`config.mk`:
```
export PLATFORM = sky130hd
export DESIGN_NAME = switching_median_restorer_flat
export DESIGN_NICKNAME = d
export VERILOG_FILES = /design/src/rtl/switching_median_restorer_pkg.sv /design/src/rtl/switching_median_restorer_if.sv /design/src/rtl/switching_median_restorer_cmp_swap.sv /design/src/rtl/switching_median_restorer.sv /design/src/flat_wrapper.sv
export SDC_FILE = /design/constraint.sdc
export NUM_CORES = 1
export LEC_CHECK = 0
export CAP_MARGIN = 5
export CORE_ASPECT_RATIO = 1.4
export CORE_MARGIN = 4
export CORE_UTILIZATION = 59
export DETAILED_ROUTE_END_ITERATION = 10
export DONT_BUFFER_PORTS = 1
export PLACE_DENSITY_LB_ADDON = 0.2
export SYNTH_ARGS = -nofsm -noshare
export SYNTH_HDL_FRONTEND = slang
export SYNTH_SLANG_ARGS = --single-unit
```
`constraint.sdc`:
```
create_clock -name clk -period 5.8 [get_ports clk]
set_clock_uncertainty 0.05 [all_clocks]
set_input_delay 1.16 -clock clk [delete_from_list [all_inputs] [get_ports clk]]
set_output_delay 1.16 -clock clk [all_outputs]
set_load 0.02 [all_outputs]
```
`src/rtl/switching_median_restorer_pkg.sv`:
```
// Shared constants, types and helpers for the switching median restorer.
// Pixels flagged as noisy are loaded as SENTINEL so that they sort to the top.
package smf_pkg;

    localparam int unsigned DATA_W      = 8;
    localparam int unsigned WIN         = 9;
    localparam int unsigned SORT_PASSES = 9;

    typedef logic [DATA_W-1:0] pixel_t;

    localparam pixel_t SENTINEL = '1;

    typedef enum logic [1:0] {
        IDLE   = 2'd0,
        SORT   = 2'd1,
        SELECT = 2'd2,
        HOLD   = 2'd3
    } state_t;

    // Number of set bits in a window-wide flag vector (0..9).
    function automatic logic [3:0] popcount_win(input logic [WIN-1:0] v);
        logic [3:0] c;
        c = '0;
        for (int unsigned i = 0; i < WIN; i++) begin
            c = c + 4'(v[i]);
        end
        return c;
    endfunction

endpackage

```
`src/rtl/switching_median_restorer_if.sv`:
```
// Upstream window/flag handshake and downstream pixel handshake of the restorer.
// master = the environment around the block, slave = the restorer itself.
interface switching_median_restorer_if #(
    parameter int unsigned DATA_W = smf_pkg::DATA_W
);
    logic              in_valid;
    logic              in_ready;
    logic [DATA_W-1:0] X0, X1, X2, X3, X4, X5, X6, X7, X8;
    logic              F0, F1, F2, F3, F4, F5, F6, F7, F8;
    logic              out_valid;
    logic              out_ready;
    logic [DATA_W-1:0] Y;
    logic              Y_fixed;

    modport master (
        output in_valid, X0, X1, X2, X3, X4, X5, X6, X7, X8,
               F0, F1, F2, F3, F4, F5, F6, F7, F8, out_ready,
        input  in_ready, out_valid, Y, Y_fixed
    );

    modport slave (
        input  in_valid, X0, X1, X2, X3, X4, X5, X6, X7, X8,
               F0, F1, F2, F3, F4, F5, F6, F7, F8, out_ready,
        output in_ready, out_valid, Y, Y_fixed
    );
endinterface

```
`src/rtl/switching_median_restorer_cmp_swap.sv`:
```
// Combinational compare-exchange: lo gets the smaller input, hi the larger.
module smf_cmp_swap #(
    parameter int unsigned DATA_W = smf_pkg::DATA_W
) (
    input  logic [DATA_W-1:0] a,
    input  logic [DATA_W-1:0] b,
    output logic [DATA_W-1:0] lo,
    output logic [DATA_W-1:0] hi
);

    always_comb begin
        if (a <= b) begin
            lo = a;
            hi = b;
        end else begin
            lo = b;
            hi = a;
        end
    end

endmodule

```
`src/rtl/switching_median_restorer.sv`:
```
// Restores a flagged centre pixel with the median of its unflagged neighbours
// (odd-even transposition sort, one pass per cycle); clean centres pass through.
module switching_median_restorer
    import smf_pkg::*;
#(
    parameter int unsigned DATA_W = smf_pkg::DATA_W,
    parameter int unsigned WIN    = smf_pkg::WIN
) (
    input  logic                        clk,
    input  logic                        rst_n,
    switching_median_restorer_if.slave  bus
);

    state_t            state_q, state_d;
    logic [DATA_W-1:0] s_q [WIN];
    logic [DATA_W-1:0] s_d [WIN];
    logic [3:0]        n_q, n_d;
    logic [3:0]        pass_q, pass_d;
    logic [DATA_W-1:0] y_q, y_d;
    logic              y_fixed_q, y_fixed_d;
    logic [DATA_W-1:0] last_y_q, last_y_d;

    logic [DATA_W-1:0] x_in [WIN];
    logic [WIN-1:0]    f_in;

    logic [DATA_W-1:0] cmp_a  [4];
    logic [DATA_W-1:0] cmp_b  [4];
    logic [DATA_W-1:0] cmp_lo [4];
    logic [DATA_W-1:0] cmp_hi [4];

    logic [3:0]        mid_idx;
    logic [3:0]        mid_m1_idx;
    logic [DATA_W:0]   pair_sum;

    assign x_in = '{bus.X0, bus.X1, bus.X2, bus.X3, bus.X4,
                    bus.X5, bus.X6, bus.X7, bus.X8};
    assign f_in = {bus.F8, bus.F7, bus.F6, bus.F5, bus.F4,
                   bus.F3, bus.F2, bus.F1, bus.F0};

    assign bus.in_ready  = (state_q == IDLE);
    assign bus.out_valid = (state_q == HOLD);
    assign bus.Y         = y_q;
    assign bus.Y_fixed   = y_fixed_q;

    // Even passes pair (2k,2k+1); odd passes shift the pairing up by one.
    always_comb begin
        for (int unsigned k = 0; k < 4; k++) begin
            if (pass_q[0]) begin
                cmp_a[k] = s_q[2*k+1];
                cmp_b[k] = s_q[2*k+2];
            end else begin
                cmp_a[k] = s_q[2*k];
                cmp_b[k] = s_q[2*k+1];
            end
        end
    end

    for (genvar g = 0; g < 4; g++) begin : g_cmp
        smf_cmp_swap #(.DATA_W(DATA_W)) u_cmp (
            .a  (cmp_a[g]),
            .b  (cmp_b[g]),
            .lo (cmp_lo[g]),
            .hi (cmp_hi[g])
        );
    end

    always_comb begin
        mid_idx    = n_q >> 1;
        mid_m1_idx = mid_idx - 4'd1;
        pair_sum   = {1'b0, s_q[mid_m1_idx]} + {1'b0, s_q[mid_idx]};
    end

    always_comb begin
        state_d   = state_q;
        n_d       = n_q;
        pass_d    = pass_q;
        y_d       = y_q;
        y_fixed_d = y_fixed_q;
        last_y_d  = last_y_q;
        for (int unsigned i = 0; i < WIN; i++) begin
            s_d[i] = s_q[i];
        end

        unique case (state_q)
            IDLE: begin
                if (bus.in_valid) begin
                    for (int unsigned i = 0; i < WIN; i++) begin
                        s_d[i] = f_in[i] ? SENTINEL : x_in[i];
                    end
                    n_d = popcount_win(~f_in);
                    if (!f_in[4]) begin
                        y_d       = x_in[4];
                        y_fixed_d = 1'b0;
                        state_d   = HOLD;
                    end else if (n_d == 4'd0) begin
                        y_d       = last_y_q;
                        y_fixed_d = 1'b1;
                        state_d   = HOLD;
                    end else begin
                        pass_d  = '0;
                        state_d = SORT;
                    end
                end
            end

            SORT: begin
                for (int unsigned k = 0; k < 4; k++) begin
                    if (pass_q[0]) begin
                        s_d[2*k+1] = cmp_lo[k];
                        s_d[2*k+2] = cmp_hi[k];
                    end else begin
                        s_d[2*k]   = cmp_lo[k];
                        s_d[2*k+1] = cmp_hi[k];
                    end
                end
                pass_d = pass_q + 4'd1;
                if (pass_q == 4'(SORT_PASSES - 1)) begin
                    state_d = SELECT;
                end
            end

            SELECT: begin
                // s[0..N-1] holds the sorted clean pixels; sentinels sit above.
                if (n_q[0]) begin
                    y_d = s_q[mid_idx];
                end else begin
                    y_d = pair_sum[DATA_W:1];
                end
                y_fixed_d = 1'b1;
                state_d   = HOLD;
            end

            HOLD: begin
                if (bus.out_ready) begin
                    last_y_d = y_q;
                    state_d  = IDLE;
                end
            end

            default: state_d = IDLE;
        endcase
    end

    always_ff @(posedge clk or negedge rst_n) begin
        if (!rst_n) begin
            state_q   <= IDLE;
            n_q       <= '0;
            pass_q    <= '0;
            y_q       <= '0;
            y_fixed_q <= 1'b0;
            last_y_q  <= '0;
            for (int unsigned i = 0; i < WIN; i++) begin
                s_q[i] <= '0;
            end
        end else begin
            state_q   <= state_d;
            n_q       <= n_d;
            pass_q    <= pass_d;
            y_q       <= y_d;
            y_fixed_q <= y_fixed_d;
            last_y_q  <= last_y_d;
            for (int unsigned i = 0; i < WIN; i++) begin
                s_q[i] <= s_d[i];
            end
        end
    end

endmodule
```
`src/flat_wrapper.sv`:
```
// flat-port wrapper written by rule: the top's interface ports become plain ports
module switching_median_restorer_flat import smf_pkg::*;
#(
    parameter int unsigned DATA_W = smf_pkg::DATA_W,
    parameter int unsigned WIN    = smf_pkg::WIN
)
  (clk, rst_n, bus_in_valid, bus_X0, bus_X1, bus_X2, bus_X3, bus_X4, bus_X5, bus_X6, bus_X7, bus_X8, bus_F0, bus_F1, bus_F2, bus_F3, bus_F4, bus_F5, bus_F6, bus_F7, bus_F8, bus_out_ready, bus_in_ready, bus_out_valid, bus_Y, bus_Y_fixed);
  switching_median_restorer_if #(.DATA_W(DATA_W)) bus_i ();
  input  logic clk;
  input  logic rst_n;
  input wire logic [$bits(bus_i.in_valid)-1:0] bus_in_valid;
  input wire logic [$bits(bus_i.X0)-1:0] bus_X0;
  input wire logic [$bits(bus_i.X1)-1:0] bus_X1;
  input wire logic [$bits(bus_i.X2)-1:0] bus_X2;
  input wire logic [$bits(bus_i.X3)-1:0] bus_X3;
  input wire logic [$bits(bus_i.X4)-1:0] bus_X4;
  input wire logic [$bits(bus_i.X5)-1:0] bus_X5;
  input wire logic [$bits(bus_i.X6)-1:0] bus_X6;
  input wire logic [$bits(bus_i.X7)-1:0] bus_X7;
  input wire logic [$bits(bus_i.X8)-1:0] bus_X8;
  input wire logic [$bits(bus_i.F0)-1:0] bus_F0;
  input wire logic [$bits(bus_i.F1)-1:0] bus_F1;
  input wire logic [$bits(bus_i.F2)-1:0] bus_F2;
  input wire logic [$bits(bus_i.F3)-1:0] bus_F3;
  input wire logic [$bits(bus_i.F4)-1:0] bus_F4;
  input wire logic [$bits(bus_i.F5)-1:0] bus_F5;
  input wire logic [$bits(bus_i.F6)-1:0] bus_F6;
  input wire logic [$bits(bus_i.F7)-1:0] bus_F7;
  input wire logic [$bits(bus_i.F8)-1:0] bus_F8;
  input wire logic [$bits(bus_i.out_ready)-1:0] bus_out_ready;
  output wire logic [$bits(bus_i.in_ready)-1:0] bus_in_ready;
  output wire logic [$bits(bus_i.out_valid)-1:0] bus_out_valid;
  output wire logic [$bits(bus_i.Y)-1:0] bus_Y;
  output wire logic [$bits(bus_i.Y_fixed)-1:0] bus_Y_fixed;
  assign bus_i.in_valid = bus_in_valid;
  assign bus_i.X0 = bus_X0;
  assign bus_i.X1 = bus_X1;
  assign bus_i.X2 = bus_X2;
  assign bus_i.X3 = bus_X3;
  assign bus_i.X4 = bus_X4;
  assign bus_i.X5 = bus_X5;
  assign bus_i.X6 = bus_X6;
  assign bus_i.X7 = bus_X7;
  assign bus_i.X8 = bus_X8;
  assign bus_i.F0 = bus_F0;
  assign bus_i.F1 = bus_F1;
  assign bus_i.F2 = bus_F2;
  assign bus_i.F3 = bus_F3;
  assign bus_i.F4 = bus_F4;
  assign bus_i.F5 = bus_F5;
  assign bus_i.F6 = bus_F6;
  assign bus_i.F7 = bus_F7;
  assign bus_i.F8 = bus_F8;
  assign bus_i.out_ready = bus_out_ready;
  assign bus_in_ready = bus_i.in_ready;
  assign bus_out_valid = bus_i.out_valid;
  assign bus_Y = bus_i.Y;
  assign bus_Y_fixed = bus_i.Y_fixed;
  switching_median_restorer #(.DATA_W(DATA_W), .WIN(WIN)) u_core (.clk(clk), .rst_n(rst_n), .bus(bus_i));
endmodule
```
==> results.md <==
GRT:
- The number of global-route vias before repair is 8025.
- The initial antenna violation count is 0.
- The remaining global-route overflow is 0.
- The pin count of the biggest net entering global routing is 100.
- The first-pass GRT wire length is 44550 um.
- For this run, the total global-route usage over all layers was measured as 32.26%.

Finish:
- The synthesis-to-finish area growth is 3.533%.
- After the last flow step, the layout net total stands at 1157.
- Of the cells placed in the final design, the portion with a size suffix greater than 1 is 13.54%.
- The number of antenna diodes in the final layout is 0.
- After routing the design area is 9605 um2.
- After the flow finishes, the layout carries non-filler instances totaling 1215.

Worst setup path:
- The signal on the critical path passes through inv_1, ha_1, inv_1, fa_1, fa_1, fa_1, inv_1, ha_1, inv_1, fa_1, nand2b_1, a2111oi_4, o221ai_2, nor3_1, a21oi_1.
- The startpoint-to-endpoint class of the critical path is primary input to register.
- The worst register-to-register path has a depth of 11.
- The signal arrival time at the worst endpoint is 5.20 ns.
- The stage delay of the slowest cell on the critical path is 0.56 ns.
- For flop-to-flop paths, the worst setup slack is 1.16 ns.
- The kind of capture point of the worst setup path is a register.
- STA classifies the critical path startpoint as a primary input.
- The largest driver fanout on the critical path is 17.
- The beginning of the worst register-to-register path is u_core.n_q[2]$_DFFE_PN0P_.
- In this run the critical register-to-register path is captured at u_core.bus.Y[6]$_DFFE_PN0P_.
- On the critical path, the stage with the largest delay is an instance of sky130_fd_sc_hd__fa_1.
- The required time at the worst-slack endpoint is 5.97 ns.

Worst hold path:
- The startpoint identified for the worst hold timing path is u_core.s_q[6]$_DFFE_PN0P_.
- Counting instances, the worst hold path has a depth of 1.
- The path type of the worst min-delay path is register to register.
- The worst hold path terminates at u_core.s_q[6]$_DFFE_PN0P_.

Yosys:
- The number of flops mapped to enable cells by yosys is 0.
- The share of flip-flops with an asynchronous set or reset after synthesis is 100.0%.
- Sequential elements use 26.70% of the synthesized area.
- The number of synthesis warnings is 0.
- The total nets after synthesis is 1203.
- Averaged over all synthesized cells, the footprint is 8.752 um2.
- The number of synthesized register bits is 99.
- The cell count after synthesis came out at 1060.
- The main flop type after synthesis is sky130_fd_sc_hd__dfrtp_1.
- The number of unique standard cell types used by synthesis is 65.
- The combined area of all synthesized cells is 9278 um2.

STA:
- After layout, the worst setup slack is 0.7778 ns.
- The setup TNS is 0 ns.
- Counting I/O delays and the setup requirement, the final critical path takes 5.022 ns.
- Setup repair after global routing left no endpoint under its margin.
- The actual slew at the worst max-slew pin is 1.172 ns.
- Headroom to the max-slew limit came out at 21.56%.
- For this run, the top clock speed supported by timing is 199.1 MHz.
- The share of the clock period used by the worst path is 86.59%.
- The final-report hold violation count is 0.
- Setup violations remaining at the end of the flow were counted as 0.
- The number of pins with negative max-slew slack in the final report is 0.

Drt:
- The top routing layer in use is met4.
- Dividing the detail-routed wire length by the instance count gives 23.12 um.
- The remaining design rule violation count is 0.
- The first-iteration detailed-routing DRC count is 595.
- The routed design uses 14220 um of met2 wire.
- In this run the remaining antenna-violating nets after routing total 0.
- The via count is 8249.
- The first detailed-routing pass ran for 5 iterations.
- The detailed-route wire length on metal 1 is 10440 um.
- Dividing the detail-routed via count by the number of cells gives 6.789.
- Wire segments on met3 add up to 2048 um in the final route.
- The aggregate routed wire length is 28090 um.

Run status:
- The run finished with clean final reports.

Placement:
- The cell count after placement is 1199.
- The sum of net half-perimeters after detailed placement is 20520 um.
- Before CTS, the worst setup slack after placement is 0.4622 ns.
- The final weighted congestion of routability-driven global placement is 0.9356.
- After detailed placement, the total cell area comes to 9318 um2.
- Input and output buffers added on the ports amount to 0.

Clocking:
- In this run, post-CTS repair resized a total of 0 instances.
- Counting the buffers created by CTS gives 9.
- The clock passes through at most 2 buffers.
- The clock drives 99 sinks.
- The later-pin clock latency in the skew report is 0.36 ns.
- The CTS tree is yes.
- The number of buffers inserted to repair setup after CTS is 0.
- Clock tree synthesis selected as its root buffer the cell sky130_fd_sc_hd__clkbuf_16.
- The maximum level of the CTS H-tree is 3.
- The count of hold-fix buffers inserted at cts is 0.
- After clock tree synthesis, the clock-pin slew on the worst setup and hold paths is 0.07 ns.

Floorplan:
- From bottom edge to top edge, the die measures 156.4 um.
- 96 I/O pins were placed.
- The area of the die is 17820 um2.
- The core area is 15540 um2.
- The number of placement rows is 54.
- The width of the die is 114.0 um.
- The starting utilization of the core area is 59.70%.

Job:
- The max capacitance violation total is 0.
-- metrics by stage --
| stage | utilization (%) | hold WS (ns) |
|---|---|---|
| 2_1_floorplan | - | 0.3984 |
| 3_3_place_gp | 59.96 | 0.4120 |
| 3_5_place_dp | 59.96 | 0.4196 |
| 4_1_cts | 61.81 | 0.4330 |
| 5_1_grt | 61.81 | 0.4256 |
| 6_report | 61.81 | 0.4320 |
-- state kept, by name, indices dropped and copies added (netlist names) --
name,flops
u_core.last_y_q,8
u_core.bus.Y_fixed,1
u_core.n_q,4
u_core.s_q,72
u_core.pass_q,4
u_core.state_q,2
u_core.bus.Y,8
-- metal layers --
layer  vias up  GRT usage (%)
li1       3805              -
met1      3961          40.03
met2       390          55.39
met3        93          4.603
met4         0          14.71
met5         -              0
-- critical path: cells and delay by family --
family                   cells  cell delay (ns)
AO/OA/AOI/OAI                3             0.91
buffers and inverters        4             0.24
AND/OR/NAND/NOR              2             0.55
adder cells (fa/ha/maj)      6             2.34
-- Yosys cell counts (13+ instances only) --
cell | count | area share [%]
sky130_fd_sc_hd__a21o_1 | 34 | 2.8
sky130_fd_sc_hd__inv_1 | 58 | 2.3
sky130_fd_sc_hd__clkbuf_1 | 43 | 1.7
sky130_fd_sc_hd__mux4_2 | 26 | 6.3
sky130_fd_sc_hd__ha_1 | 52 | 7.0
sky130_fd_sc_hd__mux2_2 | 55 | 6.7
sky130_fd_sc_hd__nor2_1 | 44 | 1.8
sky130_fd_sc_hd__a21oi_1 | 86 | 4.6
sky130_fd_sc_hd__nand2_1 | 135 | 5.5
sky130_fd_sc_hd__or3_1 | 16 | 1.1
sky130_fd_sc_hd__buf_2 | 16 | 0.86
sky130_fd_sc_hd__mux2i_1 | 68 | 7.3
sky130_fd_sc_hd__nand3_1 | 13 | 0.70
sky130_fd_sc_hd__o21ai_0 | 122 | 6.6
sky130_fd_sc_hd__a221o_1 | 13 | 1.4
sky130_fd_sc_hd__dfrtp_1 | 99 | 27
-- worst max-delay path by stage --
stage | startpoint | end | slack (ns) | depth (start not counted)
2_1_floorplan | bus_F1 | u_core.bus.Y[2]$_DFFE_PN0P_ | 0.81 | 17
3_3_place_gp | bus_F1 | u_core.bus.Y[4]$_DFFE_PN0P_ | 0.56 | 15
3_5_place_dp | bus_F1 | u_core.bus.Y[4]$_DFFE_PN0P_ | 0.46 | 15
4_1_cts | bus_F1 | u_core.bus.Y[4]$_DFFE_PN0P_ | 0.83 | 15
5_1_grt | bus_F1 | u_core.bus.Y[4]$_DFFE_PN0P_ | 0.54 | 15
6_report | bus_F1 | u_core.bus.Y[4]$_DFFE_PN0P_ | 0.78 | 15
-- placed cells by master (no fill, tap or decap), drive strengths merged, types with 4 or more instances in the layout --
master  synthesis  final
o21ai         125    125
dfrtp          99     99
a21oi          87     87
a22oi           7      7
or3            16     16
ha             52     52
a32oi           4      4
or4             8      8
mux2i          68     68
inv            58     60
or2             8      8
o221ai          6      6
a211oi          9      9
fa              6      6
nand3          13     13
nor2           44     44
mux2           57     57
a221o          13     13
clkbuf         43     10
a21boi         10     10
a31o            5      5
buf            25     11
xnor2           7      7
o211ai          4      4
mux4           30     30
nor2b           9      9
o21bai          4      4
o21a            8      8
a21o           34     34
nand3b          4      4
nand4           7      7
nor3           10     10
o31ai           9      9
o22ai           9      9
nand2         135    135
nand2b         11     11
-- cell type report --
class | instances | area (um2)
Timing Repair Buffer | 11 | 82.58
Tap cell | 196 | 245.2
Clock buffer | 10 | 239.0
Sequential cell | 99 | 2480
Multi-Input combinational cell | 834 | 6289
Clock inverter | 6 | 48.80
Fill cell | 1396 | 5934
Inverter | 59 | 221.5
-- cell families after synthesis --
kind of cell             share of synthesized area, %
adder cells (fa/ha/maj)                         8.307
buffers and inverters                           5.691
AO/OA/AOI/OAI                                   23.61
multiplexers                                    21.74
XOR/XNOR                                       0.6608
flip-flops                                      26.70
AND/OR/NAND/NOR                                 13.28
Power is not shown: default switching activity piles up to over one toggle a cycle in this logic, so the estimate is an artifact.
